$ cat config.mk
export PLATFORM = sky130hd
export DESIGN_NAME = occ_counter_multi
export DESIGN_NICKNAME = d
export VERILOG_FILES = /design/src/rtl/occ_pkg.sv /design/src/rtl/occ_door_fsm.sv /design/src/rtl/occ_counter_multi.sv
export SDC_FILE = /design/constraint.sdc
export NUM_CORES = 1
export LEC_CHECK = 0
export BUFFER_PORTS_ARGS = -buffer_cell sky130_fd_sc_hd__clkbuf_2
export CAP_MARGIN = 20
export CORE_UTILIZATION = 25
export CTS_CLUSTER_DIAMETER = 60
export CTS_CLUSTER_SIZE = 30
export DETAILED_ROUTE_END_ITERATION = 8
export PLACE_DENSITY = 0.4
export SLEW_MARGIN = 20
export SYNTH_ARGS = -nofsm -noshare
export SYNTH_HDL_FRONTEND = slang
export SYNTH_SLANG_ARGS = --single-unit
$ cat constraint.sdc
create_clock -name clock -period 3.5 [get_ports clock]
set_input_delay 0.175 -clock clock [delete_from_list [all_inputs] [get_ports clock]]
set_output_delay 0.175 -clock clock [all_outputs]
set_load 0.02 [all_outputs]
$ cat src/rtl/occ_pkg.sv
// occ_pkg: shared door-state encoding and event popcount for the occupancy counter
package occ_pkg;
  typedef enum logic [1:0] {IDLE, SEEN1, SEEN2, WAIT_CLR} door_state_t;
  function automatic logic [3:0] popcount(input logic [7:0] v);
    logic [3:0] c;
    c = '0;
    for (int i = 0; i < 8; i++) c = c + {3'b0, v[i]};
    return c;
  endfunction
endpackage

$ cat src/rtl/occ_door_fsm.sv
// occ_door_fsm: one door's direction FSM, abort timer and entry/exit event decode
module occ_door_fsm
  import occ_pkg::*;
#(
  parameter int TIMEOUT = 15
) (
  input  logic clock,
  input  logic reset,
  input  logic clr,
  input  logic s1,
  input  logic s2,
  output logic ev_entry,
  output logic ev_exit,
  output logic entry,
  output logic exit_o
);
  localparam int TW = $clog2(TIMEOUT + 1);
  localparam logic [TW-1:0] TMAX = TW'(TIMEOUT);
  door_state_t r_state, w_nxt_state;
  logic [TW-1:0] r_timer, w_nxt_timer;
  logic r_entry, r_exit;
  assign ev_entry = (r_state == SEEN1) && s2;
  assign ev_exit = (r_state == SEEN2) && s1;
  assign entry = r_entry;
  assign exit_o = r_exit;
  // next state: a half pass survives TIMEOUT idle cycles, then is dropped
  always_comb begin
    w_nxt_state = r_state;
    w_nxt_timer = r_timer;
    case (r_state)
      IDLE: begin
        w_nxt_state = (s1 && !s2) ? SEEN1 : (s2 && !s1) ? SEEN2 : IDLE;
        w_nxt_timer = '0;
      end
      SEEN1: begin
        w_nxt_state = s2 ? WAIT_CLR : (r_timer == TMAX) ? IDLE : SEEN1;
        w_nxt_timer = (s2 || r_timer == TMAX) ? r_timer : r_timer + 1'b1;
      end
      SEEN2: begin
        w_nxt_state = s1 ? WAIT_CLR : (r_timer == TMAX) ? IDLE : SEEN2;
        w_nxt_timer = (s1 || r_timer == TMAX) ? r_timer : r_timer + 1'b1;
      end
      default: w_nxt_state = (!s1 && !s2) ? IDLE : WAIT_CLR;
    endcase
  end
  // state, timer and one-cycle event pulses; clr aborts the pass and suppresses pulses
  always_ff @(posedge clock or negedge reset) begin
    if (!reset) begin
      r_state <= IDLE;
      r_timer <= '0;
      r_entry <= 1'b0;
      r_exit <= 1'b0;
    end else if (clr) begin
      r_state <= IDLE;
      r_timer <= '0;
      r_entry <= 1'b0;
      r_exit <= 1'b0;
    end else begin
      r_state <= w_nxt_state;
      r_timer <= w_nxt_timer;
      r_entry <= ev_entry;
      r_exit <= ev_exit;
    end
  end
endmodule

$ cat src/rtl/occ_counter_multi.sv
// occ_counter_multi: N-door room occupancy counter with saturation, status and sticky errors
module occ_counter_multi
  import occ_pkg::*;
#(
  parameter int N_DOORS = 2,
  parameter int CNT_W = 6,
  parameter int CAPACITY = 40,
  parameter int TIMEOUT = 15
) (
  input  logic               clock,
  input  logic               reset,
  input  logic [N_DOORS-1:0] s1,
  input  logic [N_DOORS-1:0] s2,
  input  logic               clr,
  output logic [CNT_W-1:0]   count,
  output logic               light,
  output logic               full,
  output logic               empty,
  output logic [N_DOORS-1:0] entry,
  output logic [N_DOORS-1:0] exit_o,
  output logic               ovf_err,
  output logic               unf_err
);
  localparam int SW = CNT_W + 4;
  localparam logic signed [SW-1:0] CAP_S = SW'(CAPACITY);
  logic [N_DOORS-1:0] w_ev_in, w_ev_out;
  logic [3:0] w_e, w_x;
  logic signed [SW-1:0] w_nxt;
  logic w_ovf, w_unf;
  logic [CNT_W-1:0] r_count;
  logic r_ovf, r_unf;
  for (genvar d = 0; d < N_DOORS; d++) begin : g_door
    occ_door_fsm #(.TIMEOUT(TIMEOUT)) u_door (
      .clock(clock),
      .reset(reset),
      .clr(clr),
      .s1(s1[d]),
      .s2(s2[d]),
      .ev_entry(w_ev_in[d]),
      .ev_exit(w_ev_out[d]),
      .entry(entry[d]),
      .exit_o(exit_o[d])
    );
  end
  assign w_e = popcount(8'(w_ev_in));
  assign w_x = popcount(8'(w_ev_out));
  assign w_nxt = SW'(r_count) + SW'(w_e) - SW'(w_x);
  assign w_unf = w_nxt[SW-1];
  assign w_ovf = w_nxt > CAP_S;
  assign count = r_count;
  assign light = r_count != '0;
  assign empty = r_count == '0;
  assign full = r_count == CNT_W'(CAPACITY);
  assign ovf_err = r_ovf;
  assign unf_err = r_unf;
  // net entries minus exits per cycle, clamped to [0, CAPACITY] with sticky loss flags
  always_ff @(posedge clock or negedge reset) begin
    if (!reset) begin
      r_count <= '0;
      r_ovf <= 1'b0;
      r_unf <= 1'b0;
    end else if (clr) begin
      r_count <= '0;
      r_ovf <= 1'b0;
      r_unf <= 1'b0;
    end else begin
      r_count <= w_unf ? '0 : w_ovf ? CNT_W'(CAPACITY) : w_nxt[CNT_W-1:0];
      r_ovf <= r_ovf | w_ovf;
      r_unf <= r_unf | w_unf;
    end
  end
endmodule

Word level (Yosys, flattened, before mapping)

Index checks and enable logic that the tools add are counted.

Flip-flop bits (word level): 24
Output and inout bits: 15

$add $sub $neg: 6
Magnitude comparators: 1
Eq/ne operators: 11
Mux-type cells: 35
Bitwise logic cells: 2
Reductions and logical operators: 26

Operators with widths:

| kind                | count |
|---|---|
| $mux 2              | 14 |
| $mux 4              | 6 |
| $pmux 4 s3          | 2 |
| $mux 6              | 3 |
| $ne 3x3->1 const B  | 4 |
| $pmux 2 s3          | 2 |
| $logic_and 1x1->1   | 10 |
| $add 4x1->4 const B | 2 |
| $eq 4x4->1 const B  | 2 |
| $gt 8x7->1 const B  | 1 |
| $mux 1              | 8 |
| $reduce_bool 4->1   | 2 |
| $sub 7x2->8         | 1 |
| $add 6x2->7         | 1 |
| $eq 6x6->1 const B  | 1 |
| $logic_not 6->1     | 1 |
| $reduce_and 3->1    | 2 |
| $reduce_bool 6->1   | 1 |
| $add 1x1->2         | 2 |
| $eq 2x1->1 const B  | 2 |
| $eq 2x2->1 const B  | 2 |
| $logic_not 1->1     | 4 |
| $logic_not 2->1     | 2 |
| $logic_or 1x1->1    | 4 |
| $or 1x1->1          | 2 |

Depth between registers and ports, before layout

Gate-level depths: netlist of the first run.

Depth after elaboration: 9
Depth in mapped cells: 14

Hierarchy

Synthesis of the first run repeated with hierarchy kept, for this count alone.

Cells, all modules: 179
Area, all modules: 1,681.6 µm²

Modules (own cells, without submodules):

| module            | instances | cells an instance | area each (µm²) |
|---|---|---|---|
| occ_door_fsm      | 2         | 52                | 499.2 |
| occ_counter_multi | 1         | 75                | 683.2 |

Least setup slack after synthesis of the first run

No wires, ideal clock.

Kind: reg2reg
Start: register g_door[1].u_door.r_state[0]
End: register r_count[4], in the netlist count[4]
Setup time: 120 ps
Arrival time: 2,972 ps
Path slack: 409 ps
Cell stages (with the launch flop): 14
Path buffers: 0
Period minus slack after synthesis: 3,091 ps
Cells stage by stage: dfrtp_1 -> inv_1 -> ha_1 -> and2_1 -> fa_1 -> fa_1 -> inv_1 -> ha_1 -> fa_1 -> nand2b_1 -> o2bb2ai_1 -> xnor2_1 -> o2111ai_2 -> and3b_1

Word-level cells in the longest chain between the ends: 9

RTL lines:

| element                | line                    | source |
|---|---|---|
| start, declared        | occ_door_fsm.sv:19      | `door_state_t r_state, w_nxt_state;` |
| start signal, assigned | occ_door_fsm.sv:59      | `r_state <= w_nxt_state;` |
| $eq 2x1->1             | occ_door_fsm.sv:22      | `assign ev_entry = (r_state == SEEN1) && s2;` |
| $logic_and 1x1->1      | occ_door_fsm.sv:22      |  |
| $add 1x1->2            | occ_pkg.sv:7            | `for (int i = 0; i < 8; i++) c = c + {3'b0, v[i]};` |
| $add 6x2->7            | occ_counter_multi.sv:47 | `assign w_nxt = SW'(r_count) + SW'(w_e) - SW'(w_x);` |
| $sub 7x2->8 *          | occ_counter_multi.sv:47 |  |
| $gt 8x7->1             | occ_counter_multi.sv:49 | `assign w_ovf = w_nxt > CAP_S;` |
| $mux 6                 | occ_counter_multi.sv:67 | `r_count <= w_unf ? '0 : w_ovf ? CNT_W'(CAPACITY) : w_nxt[CNT_W-1:0];` |
| $mux 6 *               | occ_counter_multi.sv:67 |  |
| $mux 6 *               | occ_counter_multi.sv:62 | `end else if (clr) begin` |
| end signal, assigned   | occ_counter_multi.sv:67 |  |
| end, declared          | occ_counter_multi.sv:30 | `logic [CNT_W-1:0] r_count;` |

Mark *: on every way between the ends. The rest lies on a longest branch, timed or not.
A chain may end at the register's enable or synchronous reset.

Final worst setup path of the first run

Same ends and word-level chain as after synthesis.

==> results of run 1 <==
-- timing repair --
action,in CTS,in global routing
setup endpoints to repair,0,0
hold buffers,1,0
endpoints found under the hold margin,24,0
-- area by class of cell --
class                           instances  area, um^2  area share [%]
Inverter                               21        78.8            4.19
Timing Repair Buffer                   24         130            6.92
Multi-Input combinational cell        125         918            48.9
Sequential cell                        24         601            32.0
Clock buffer                            4        55.1            2.93
Tap cell                               77        96.3            5.13
-- sequential cells by signal (all words and copies together), names as in the netlist --
register	cells
unf_err	1
g_door.u_door.entry	2
g_door.u_door.r_timer	8
g_door.u_door.exit_o	2
count	6
ovf_err	1
g_door.u_door.r_state	4
-- cells by family after synthesis --
group	count (synthesis)
adders and majority gates	23
DFF	24
buffers and inverters	26
AOI/OAI and AO/OA	44
xor gates and xnor gates	2
and+or+nand+nor	56
-- routing by layer --
layer / track usage [%] / routed length (um) / vias up / share of wire, %
met5: 0 / 0 / - / 0
met4: 3.10 / 15 / 0 / 0.44
met3: 1.86 / 98 / 2 / 2.8
met2: 18.3 / 1570 / 15 / 45
met1: 15.9 / 1770 / 617 / 51
li1: - / - / 644 / -
-- worst reg2reg max path, stage by stage (launching register included) --
cell,delay (ns)
dfrtp_1,0.38
inv_1,0.08
ha_1,0.24
and2_1,0.20
fa_1,0.56
fa_1,0.17
inv_1,0.04
ha_1,0.21
fa_1,0.41
nand2b_1,0.09
o2bb2ai_1,0.17
xnor2_1,0.15
o2111ai_2,0.28
and3b_1,0.21
-- worst paths after layout --
path | startpoint | endpoint | slack (ns) | cells past startpoint
max | g_door[1].u_door.r_state[0] | count[4] | 0.23 | 13
max reg2reg | g_door[1].u_door.r_state[0] | count[4] | 0.23 | 13
max in group asynchronous | reset | count[2] | 2.64 | 2
min in group asynchronous | reset | g_door[0].u_door.r_state[1] | 0.45 | 2
min | s1[0] | g_door[0].u_door.r_state[0] | 0.22 | 3
min reg2reg | ovf_err | ovf_err | 0.52 | 1
-- cells in the final DEF (no fill, tap or decap), drive strengths merged, types with 2 or more instances in the layout --
cell | Yosys | layout
o2bb2ai | 2 | 2
nor2 | 18 | 18
buf | 4 | 2
nand3b | 3 | 3
o21ai | 8 | 8
a22oi | 3 | 3
fa | 3 | 3
dfrtp | 24 | 24
nor2b | 4 | 4
clkbuf | 1 | 25
nand2b | 2 | 2
nand2 | 12 | 12
a31oi | 2 | 2
a21oi | 12 | 12
nor3 | 2 | 2
and2 | 2 | 2
and3b | 2 | 2
a31o | 3 | 3
inv | 21 | 21
ha | 20 | 20
nand3 | 6 | 6
and3 | 2 | 2
a211o | 4 | 4
a21o | 3 | 3
-- through the flow --
stage               instance area [um^2]  instances  util [%]  worst slack [ns]  hold slack, ns
global route                        1880        275      29.8            0.0143           0.225
global placement                    1810        270      28.7             0.268           0.236
floorplan                           1630        175         -             0.409          -0.121
CTS                                 1880        275      29.8             0.200           0.214
finish                              1880        275      29.8             0.228           0.219
detailed placement                  1810        270      28.7             0.201           0.236
-- power breakdown --
group          total (uW)  switching (uW)  internal, uW  leakage (uW)
clock network         192            92.0           100     0.0000288
registers             383            48.1           335      0.000325
logic                 759             453           306      0.000600
==> flow_metrics.env, run 1 <==
export IMPL_worstSetupStartpointType="flop"
export IMPL_yosysTopAreaCell="dfrtp_1"
export IMPL_tightest_slew_ns=0.635
export IMPL_synth_async_reset_ratio_pct=100
export IMPL_insertion_delay_ns=0.27
export IMPL_cpMaxStageDelayCell="fa_1"
export IMPL_synth_top_family_by_area="adder cells"
export IMPL_cts_sinks=24
export IMPL_synth_top_flop_cell="dfrtp_1"
export IMPL_synth_area_leaders="dfrtp_1, ha_1, inv_1"
export IMPL_htreeDepth=1
export IMPL_arrival_ns=3.44
export IMPL_yosysMostFrequentCell="dfrtp_1"
export IMPL_critPathMaxFanout=4
export IMPL_initial_core_util_pct=25.8
export IMPL_slew_violations=0
export IMPL_fin_crit_sh_pct=93.5
export IMPL_die_h_um=82.8
export IMPL_synth_simple_area_share_pct=17.2
export IMPL_p_per_area_nw_per_um2=710
export IMPL_drt_iter0_drc=41
export IMPL_total_power_uw=1330
export IMPL_crit_family="adder cells"
export IMPL_grt_usage_pct=11.4
export IMPL_root_buffer="clkbuf_8"
export IMPL_cpMostUsedCell="fa_1"
export IMPL_ys_ff_latch=24
export IMPL_rsz0062_at_grt="false"
export IMPL_cap_violations=0
export IMPL_rows=29
export IMPL_gp_congestion=0.788
export IMPL_cts_resized=0
export IMPL_grt_overflow=0
export IMPL_synth_area_per_cell_um2=9.32
export IMPL_muxShareOfSynthArea_pct=0
export IMPL_path_buf_inv=2
export IMPL_p_leak_uw=0.000953
export IMPL_syn_cell_area_um2=1630
export IMPL_clk_path_buf_depth=2
export IMPL_crit_chain="inv_1, ha_1, and2_1, fa_1, fa_1, inv_1, ha_1, fa_1, nand2b_1, o2bb2ai_1, xnor2_1, o2111ai_2, and3b_1"
export IMPL_cts_setup_buffers=0
export IMPL_synth_fa_ha_area_share_pct=19.0
export IMPL_detail_route_first_pass_iterations=4
export IMPL_finalSetupTns_ns=0
export IMPL_remaining_drc_errors=0
export IMPL_criticalPathCategory="reg -> reg"
export IMPL_first_global_vias=1253
export IMPL_dieArea_um2=6850
export IMPL_fin_nets=229
export IMPL_antennaDiodeCount=0
export IMPL_die_x_um=82.8
export IMPL_vdd_drop_max_uv=425
export IMPL_ant_nets=0
export IMPL_syn_nets=205
export IMPL_cts_tree="yes"
export IMPL_crit_required_ns=3.67
export IMPL_synth_xor_area_share_pct=1.07
export IMPL_yosys_top_cells_count="dfrtp_1, inv_1, ha_1"
export IMPL_synth_top_cell_area_share_pct=36.8
export IMPL_syn2layout_area_growth_pct=15.2
export IMPL_synthDistinctLibCells=37
export IMPL_drive_above_1_share_pct=17.7
export IMPL_cts_buffers=3
export IMPL_status="finished, final reports clean"
export IMPL_clock_skew_ns=0.00746
export IMPL_synth_compound_area_share_pct=19.0
export IMPL_antenna_found_initial=0
export IMPL_synth_cells=175
export IMPL_place_port_buffers=21
export IMPL_finalHoldViolations=0
export IMPL_routedWlPerCell_um=12.5
export IMPL_num_vias=1278
export IMPL_ys_seq_area_share_pct=36.8
export IMPL_vias_per_cell=4.65
export IMPL_ys_warnings_count=0
export IMPL_synth_enable_flop_cells=0
export IMPL_hpwl_um=2720
export IMPL_routed_wl_um=3440
export IMPL_crit_path_end_kind="flop"
export IMPL_setup_violations_final=0
export IMPL_min_path_type="in -> reg"
export IMPL_grt_max_degree=25
export IMPL_grt_pass1_wl_um=5840
export IMPL_core_um2=6310
export IMPL_ios=22
export IMPL_fillers=710
export IMPL_clkSlewWorstSetupHoldPaths_ns=0.09
export IMPL_fmax_mhz=306
export IMPL_relSlewSlack_pct=57.6
export IMPL_max_stage_delay_ns=0.56
export IMPL_finalCriticalPeriod_ns=3.27
Note: power is estimated with default switching activity, not from simulation.
==> run 2, diff against run 1 <==
--- a/config.mk
+++ b/config.mk
@@ -11,7 +11,6 @@
 export CTS_CLUSTER_DIAMETER = 60
 export CTS_CLUSTER_SIZE = 30
 export DETAILED_ROUTE_END_ITERATION = 8
-export PLACE_DENSITY = 0.4
 export SLEW_MARGIN = 20
 export SYNTH_ARGS = -nofsm -noshare
 export SYNTH_HDL_FRONTEND = slang
==> flow_metrics.env, run 2 (synthesis gave the netlist of run 1 again) <==
export IMPL_die_x_um=82.8
export IMPL_initial_core_util_pct=25.8
export IMPL_top_register="g_door.u_door.r_timer"
export IMPL_grt_usage_pct=10.8
export IMPL_clock_skew_ns=0.00442
export IMPL_routedWlPerCell_um=12.1
export IMPL_root_buffer="clkbuf_8"
export IMPL_remaining_drc_errors=0
export IMPL_crit_path_end_kind="flop"
export IMPL_stdcell_count=273
export IMPL_vias_per_cell=4.66
export IMPL_insertion_delay_ns=0.26
export IMPL_grt_max_degree=25
export IMPL_crit_chain="ha_1, and2_1, fa_1, fa_1, inv_1, ha_1, fa_1, xor2_1, a31oi_1, a21oi_2, o2111ai_2, and3b_1"
export IMPL_p_per_area_nw_per_um2=706
export IMPL_criticalPathCategory="reg -> reg"
export IMPL_layout_commonest_cell="dfrtp_1"
export IMPL_finalCriticalPeriod_ns=3.28
export IMPL_finalSetupTns_ns=0
export IMPL_multi_input_area_um2=922
export IMPL_path_buf_inv=1
export IMPL_rows=29
export IMPL_first_global_vias=1260
export IMPL_drt_iter0_drc=34
export IMPL_grt_pass1_wl_um=5690
export IMPL_worstSetupStartpointType="flop"
export IMPL_grt_util_met2_pct=19.3
export IMPL_setup_violations_final=0
export IMPL_crit_required_ns=3.66
export IMPL_critPathMaxFanout=4
export IMPL_relSlewSlack_pct=58.8
export IMPL_regArea_um2=601
export IMPL_fmax_mhz=304
export IMPL_ios=22
export IMPL_p_leak_uw=0.000943
export IMPL_hold_slack_ns=0.215
export IMPL_grt_overflow=0
export IMPL_clkSlewWorstSetupHoldPaths_ns=0.09
export IMPL_dieArea_um2=6850
export IMPL_cpMostUsedCell="fa_1"
export IMPL_finalHoldViolations=0
export IMPL_fin_util_pct=29.5
export IMPL_arrival_ns=3.45
export IMPL_r2r_cells=12
export IMPL_whs_path_depth=3
export IMPL_clk_path_buf_depth=2
export IMPL_gp_congestion=0.813
export IMPL_post_place_cells=268
export IMPL_rsz0062_at_grt="false"
export IMPL_num_vias=1273
export IMPL_vdd_drop_max_uv=413
export IMPL_fillers=700
export IMPL_final_cell_mix="dfrtp_1, inv_1, clkbuf_2"
export IMPL_cts_sinks=24
export IMPL_detail_route_first_pass_iterations=4
export IMPL_hpwl_um=2590
export IMPL_tightest_slew_ns=0.617
export IMPL_max_stage_delay_ns=0.56
export IMPL_cpMaxStageDelayCell="fa_1"
export IMPL_cap_violations=0
export IMPL_cts_buffers=3
export IMPL_grt_util_met3_pct=2.30
export IMPL_antenna_found_initial=0
export IMPL_grt_util_met1_pct=13.4
export IMPL_crit_family="adder cells"
export IMPL_cts_tree="yes"
export IMPL_syn2layout_area_growth_pct=14.1
export IMPL_htreeDepth=1
export IMPL_fin_nets=228
export IMPL_slew_violations=0
export IMPL_fin_crit_sh_pct=93.8
export IMPL_top_usage_layer="met2"
export IMPL_largest_reg_flops=8
export IMPL_crit_cells=12
export IMPL_die_h_um=82.8
export IMPL_drive_above_1_share_pct=17.3
export IMPL_antennaDiodeCount=0
export IMPL_routed_wl_um=3300
export IMPL_place_port_buffers=21
export IMPL_core_um2=6310
export IMPL_ant_nets=0
export IMPL_min_path_type="in -> reg"
export IMPL_status="finished, final reports clean"
[run 2: cell types whose count changed in the layout (fill, tap and decap cells not counted), sizes merged]
cell and change:
buf -1, clkbuf -1
[run 2: worst paths after layout]
| check | startpoint | slack, ns | endpoint |
|---|---|---|---|
| min | s2[1] | 0.22 | g_door[1].u_door.entry |
| min reg2reg | ovf_err | 0.50 | ovf_err |
| max | g_door[1].u_door.r_state[1] | 0.22 | count[4] |
| max reg2reg | g_door[1].u_door.r_state[1] | 0.22 | count[4] |
| max in group asynchronous | reset | 2.65 | g_door[1].u_door.r_timer[2] |
| min in group asynchronous | reset | 0.44 | g_door[1].u_door.r_state[1] |
[run 2: stage by stage]
stage          total power, uW  instance area, um^2  setup WS (ns)
2_1_floorplan              959                 1630          0.409
3_3_place_gp              1130                 1800          0.271
3_5_place_dp              1140                 1800          0.191
4_1_cts                   1320                 1850          0.171
5_1_grt                   1440                 1860        0.00277
6_report                  1310                 1860          0.216
[run 2: timing repair]
| item | in CTS | in global routing |
|---|---|---|
| setup buffers | 0 | 1 |
| resized for setup | 0 | 1 |
| endpoints found under the setup margin | 0 | 1 |
| hold buffers | 1 | 0 |
| hold endpoints to repair | 24 | 0 |
[run 2: tightest hold or removal path: cells and delay by family]
family / cells / cell delay [ns]
buf+inv: 1 / 0.12
simple gates: 2 / 0.16
[run 2: final cells by class]
type	count	area share [%]
inverters	21	4.23
repair buffers	23	6.59
well taps	77	5.17
multi-input cells	125	49.5
clock buffers	3	2.22
flip-flops and latches	24	32.3
[run 2: report_power, final]
| part | switching [uW] | internal, uW |
|---|---|---|
| Combinational | 458 | 307 |
| Clock | 87.8 | 77.0 |
| Sequential | 49.7 | 335 |
[run 2: layer usage]
layer	up-vias	wire length [um]
li1	636	-
met1	608	1540
met2	27	1630
met3	2	120
met4	0	15
met5	-	0
==> run 3, diff against run 2 <==
--- a/config.mk
+++ b/config.mk
@@ -5,13 +5,16 @@
 export SDC_FILE = /design/constraint.sdc
 export NUM_CORES = 1
 export LEC_CHECK = 0
+export ABC_AREA = 1
 export BUFFER_PORTS_ARGS = -buffer_cell sky130_fd_sc_hd__clkbuf_2
 export CAP_MARGIN = 20
 export CORE_UTILIZATION = 25
 export CTS_CLUSTER_DIAMETER = 60
 export CTS_CLUSTER_SIZE = 30
 export DETAILED_ROUTE_END_ITERATION = 8
+export PLACE_DENSITY = 0.52
 export SLEW_MARGIN = 20
 export SYNTH_ARGS = -nofsm -noshare
 export SYNTH_HDL_FRONTEND = slang
+export SYNTH_HIERARCHICAL = 1
 export SYNTH_SLANG_ARGS = --single-unit
==> flow_metrics.env, run 3 <==
export IMPL_status="finished, final reports clean"
export IMPL_synth_area_per_cell_um2=7.58
export IMPL_cap_violations=0
export IMPL_clkSlewWorstSetupHoldPaths_ns=0.09
export IMPL_postLayoutCellArea_um2=2140
export IMPL_p_per_area_nw_per_um2=816
export IMPL_ys_ff_latch=24
export IMPL_worstSetupStartpointType="flop"
export IMPL_netSwitchingPower_uw=858
export IMPL_dieArea_um2=7690
export IMPL_pwr_share_comb_pct=63.1
export IMPL_slew_violations=0
export IMPL_seqPwrFrac_pct=23.0
export IMPL_num_vias=1498
export IMPL_p_sw_share_pct=49.1
export IMPL_syn_nets=272
export IMPL_rows=30
export IMPL_drt_iter0_drc=34
export IMPL_relSlewSlack_pct=59.4
export IMPL_layout_commonest_cell="inv_1"
export IMPL_cpMaxStageDelayCell="fa_1"
export IMPL_crit_path_end_kind="flop"
export IMPL_fin_util_pct=30.8
export IMPL_place_port_buffers=21
export IMPL_finalHoldViolations=0
export IMPL_routed_wl_um=3590
export IMPL_synthDistinctLibCells=19
export IMPL_insertion_delay_ns=0.27
export IMPL_cts_resized=0
export IMPL_cpMostUsedCell="inv_1"
export IMPL_first_global_vias=1386
export IMPL_min_path_type="in -> reg"
export IMPL_ys_warnings_count=6
export IMPL_crit_chain="inv_1, ha_1, nand2_2, inv_1, inv_1, fa_1, inv_1, fa_1, inv_1, ha_1, fa_1, inv_1, nand2_1, nand2_1, nand3_1, nand2_2, nand2_4, nand2_2, nand2_1"
export IMPL_p_int_uw=890
export IMPL_clock_power_share_pct=13.9
export IMPL_synth_area_leaders="dfrtp_1, ha_1, inv_1"
export IMPL_die_x_um=87.7
export IMPL_yosys_top_cells_count="inv_1, nand2_1, nand3_1"
export IMPL_hpwl_um=2920
export IMPL_place_area_um2=2060
export IMPL_arrival_ns=3.25
export IMPL_fin_crit_sh_pct=88.1
export IMPL_fmax_mhz=324
export IMPL_remaining_drc_errors=0
export IMPL_cts_buffers=3
export IMPL_path_buf_inv=6
export IMPL_yosysTopAreaCell="dfrtp_1"
export IMPL_clk_path_buf_depth=2
export IMPL_clock_skew_ns=0.00340
export IMPL_grt_overflow=0
export IMPL_stdcell_count=364
export IMPL_crit_family="adder cells"
export IMPL_yosysMostFrequentCell="inv_1"
export IMPL_post_place_cells=359
export IMPL_die_h_um=87.7
export IMPL_fillers=772
export IMPL_syn_cell_area_um2=1840
export IMPL_finalSetupTns_ns=0
export IMPL_largest_reg_flops=8
export IMPL_grt_max_degree=25
export IMPL_cts_sinks=24
export IMPL_fin_nets=299
export IMPL_synth_top_cell_area_share_pct=32.7
export IMPL_crit_required_ns=3.67
export IMPL_setup_violations_final=0
export IMPL_vdd_drop_max_uv=176
export IMPL_initial_core_util_pct=26.4
export IMPL_finalCriticalPeriod_ns=3.08
export IMPL_htreeDepth=1
export IMPL_drive_above_1_share_pct=23.9
export IMPL_antenna_found_initial=0
export IMPL_gp_congestion=0.778
export IMPL_tightest_slew_ns=0.609
export IMPL_synth_async_reset_ratio_pct=100
export IMPL_core_um2=6940
export IMPL_criticalPathCategory="reg -> reg"
export IMPL_cts_tree="yes"
export IMPL_routedWlPerCell_um=9.87
export IMPL_ys_seq_area_share_pct=32.7
export IMPL_synth_top_flop_cell="dfrtp_1"
export IMPL_rsz0062_at_grt="false"
export IMPL_detail_route_first_pass_iterations=4
export IMPL_grt_pass1_wl_um=6220
export IMPL_synth_cells=242
export IMPL_final_cell_mix="inv_1, nand2_1, nand3_1"
export IMPL_root_buffer="clkbuf_8"
export IMPL_synth_enable_flop_cells=0
export IMPL_syn2layout_area_growth_pct=16.7
export IMPL_ios=22
export IMPL_ant_nets=0
export IMPL_antennaDiodeCount=0
export IMPL_critPathMaxFanout=5
export IMPL_top_register="g_door.u_door/r_timer"
export IMPL_p_leak_uw=0.00121
export IMPL_vias_per_cell=4.12
export IMPL_grt_usage_pct=10.5
export IMPL_max_stage_delay_ns=0.49
==> run 3: changes by cell type in the layout (fill, tap and decap cells not counted), moves of 10 or more <==
cell     change
nand3_1     +28
nand2_1     +30
nand2_2     +21
inv_1       +26
a21oi_1     -10
==> run 3: logic make-up (layout without fill, tap and decap cells) <==
logic type / Yosys count / after routing / synth area share (%)
simple gates: 138 / 138 / 37.8
buf+inv: 52 / 78 / 10.6
flops: 24 / 24 / 32.7
fa+ha+maj: 23 / 23 / 16.9
xor+xnor: 1 / 1 / 0.477
compound gates: 4 / 4 / 1.43
==> run 3: layout make-up <==
type / count / area, um^2 / share of cell area [%]
repair buffers: 22 / 115 / 5.37
clock inverters: 1 / 30.0 / 1.40
clock buffers: 3 / 41.3 / 1.93
flip-flops and latches: 24 / 601 / 28.0
multi-input cells: 166 / 1040 / 48.5
well taps: 96 / 120 / 5.61
inverters: 52 / 195 / 9.11
==> run 3: worst min-delay path, stage by stage <==
cell and delay [ns]:
clkbuf_2 0.11, nand2_2 0.08, nor2_1 0.05
==> run 3: timing repair <==
item / 4_1_cts / 5_1_grt
setup buffers: 0 / 0
hold endpoints to repair: 24 / 0
hold buffers: 1 / 0
==> run 3: path summary, 6_finish.rpt <==
path,startpoint,to,slack [ns],cells past startpoint
max in group asynchronous,reset,g_door[0].u_door/r_timer[3],2.66,2
worst min-delay path,s2[0],g_door[0].u_door/entry,0.18,3
worst max-delay path,g_door[0].u_door/r_state[0],count[3],0.42,19
worst min register to register,ovf_err,ovf_err,0.51,2
min in group asynchronous,reset,ovf_err,0.45,2
worst max register to register,g_door[0].u_door/r_state[0],count[3],0.42,19
==> run 3: per-layer routing <==
layer | up-vias | track usage, % | wire (um)
met2 | 24 | 17.4 | 1670
met5 | - | 0 | 0
li1 | 789 | - | -
met1 | 680 | 13.5 | 1750
met3 | 5 | 1.51 | 92
met4 | 0 | 4.92 | 72
==> run 3: power groups by stage <==
stage	clock [uW]	combinational, uW	sequential [uW]
floorplan	0	838	441
global placement	0	1100	408
detailed placement	0	1110	409
CTS	254	1120	403
global route	267	1260	414
finish	243	1100	402
==> run 3: stage by stage <==
step / power (uW) / setup WS (ns) / hold WS, ns
final: 1750 / 0.417 / 0.181
after global routing: 1940 / 0.164 / 0.195
after CTS: 1770 / 0.411 / 0.176
after detailed placement: 1520 / 0.411 / 0.222
after global placement: 1510 / 0.449 / 0.227
after floorplan: 1280 / 0.591 / -0.121
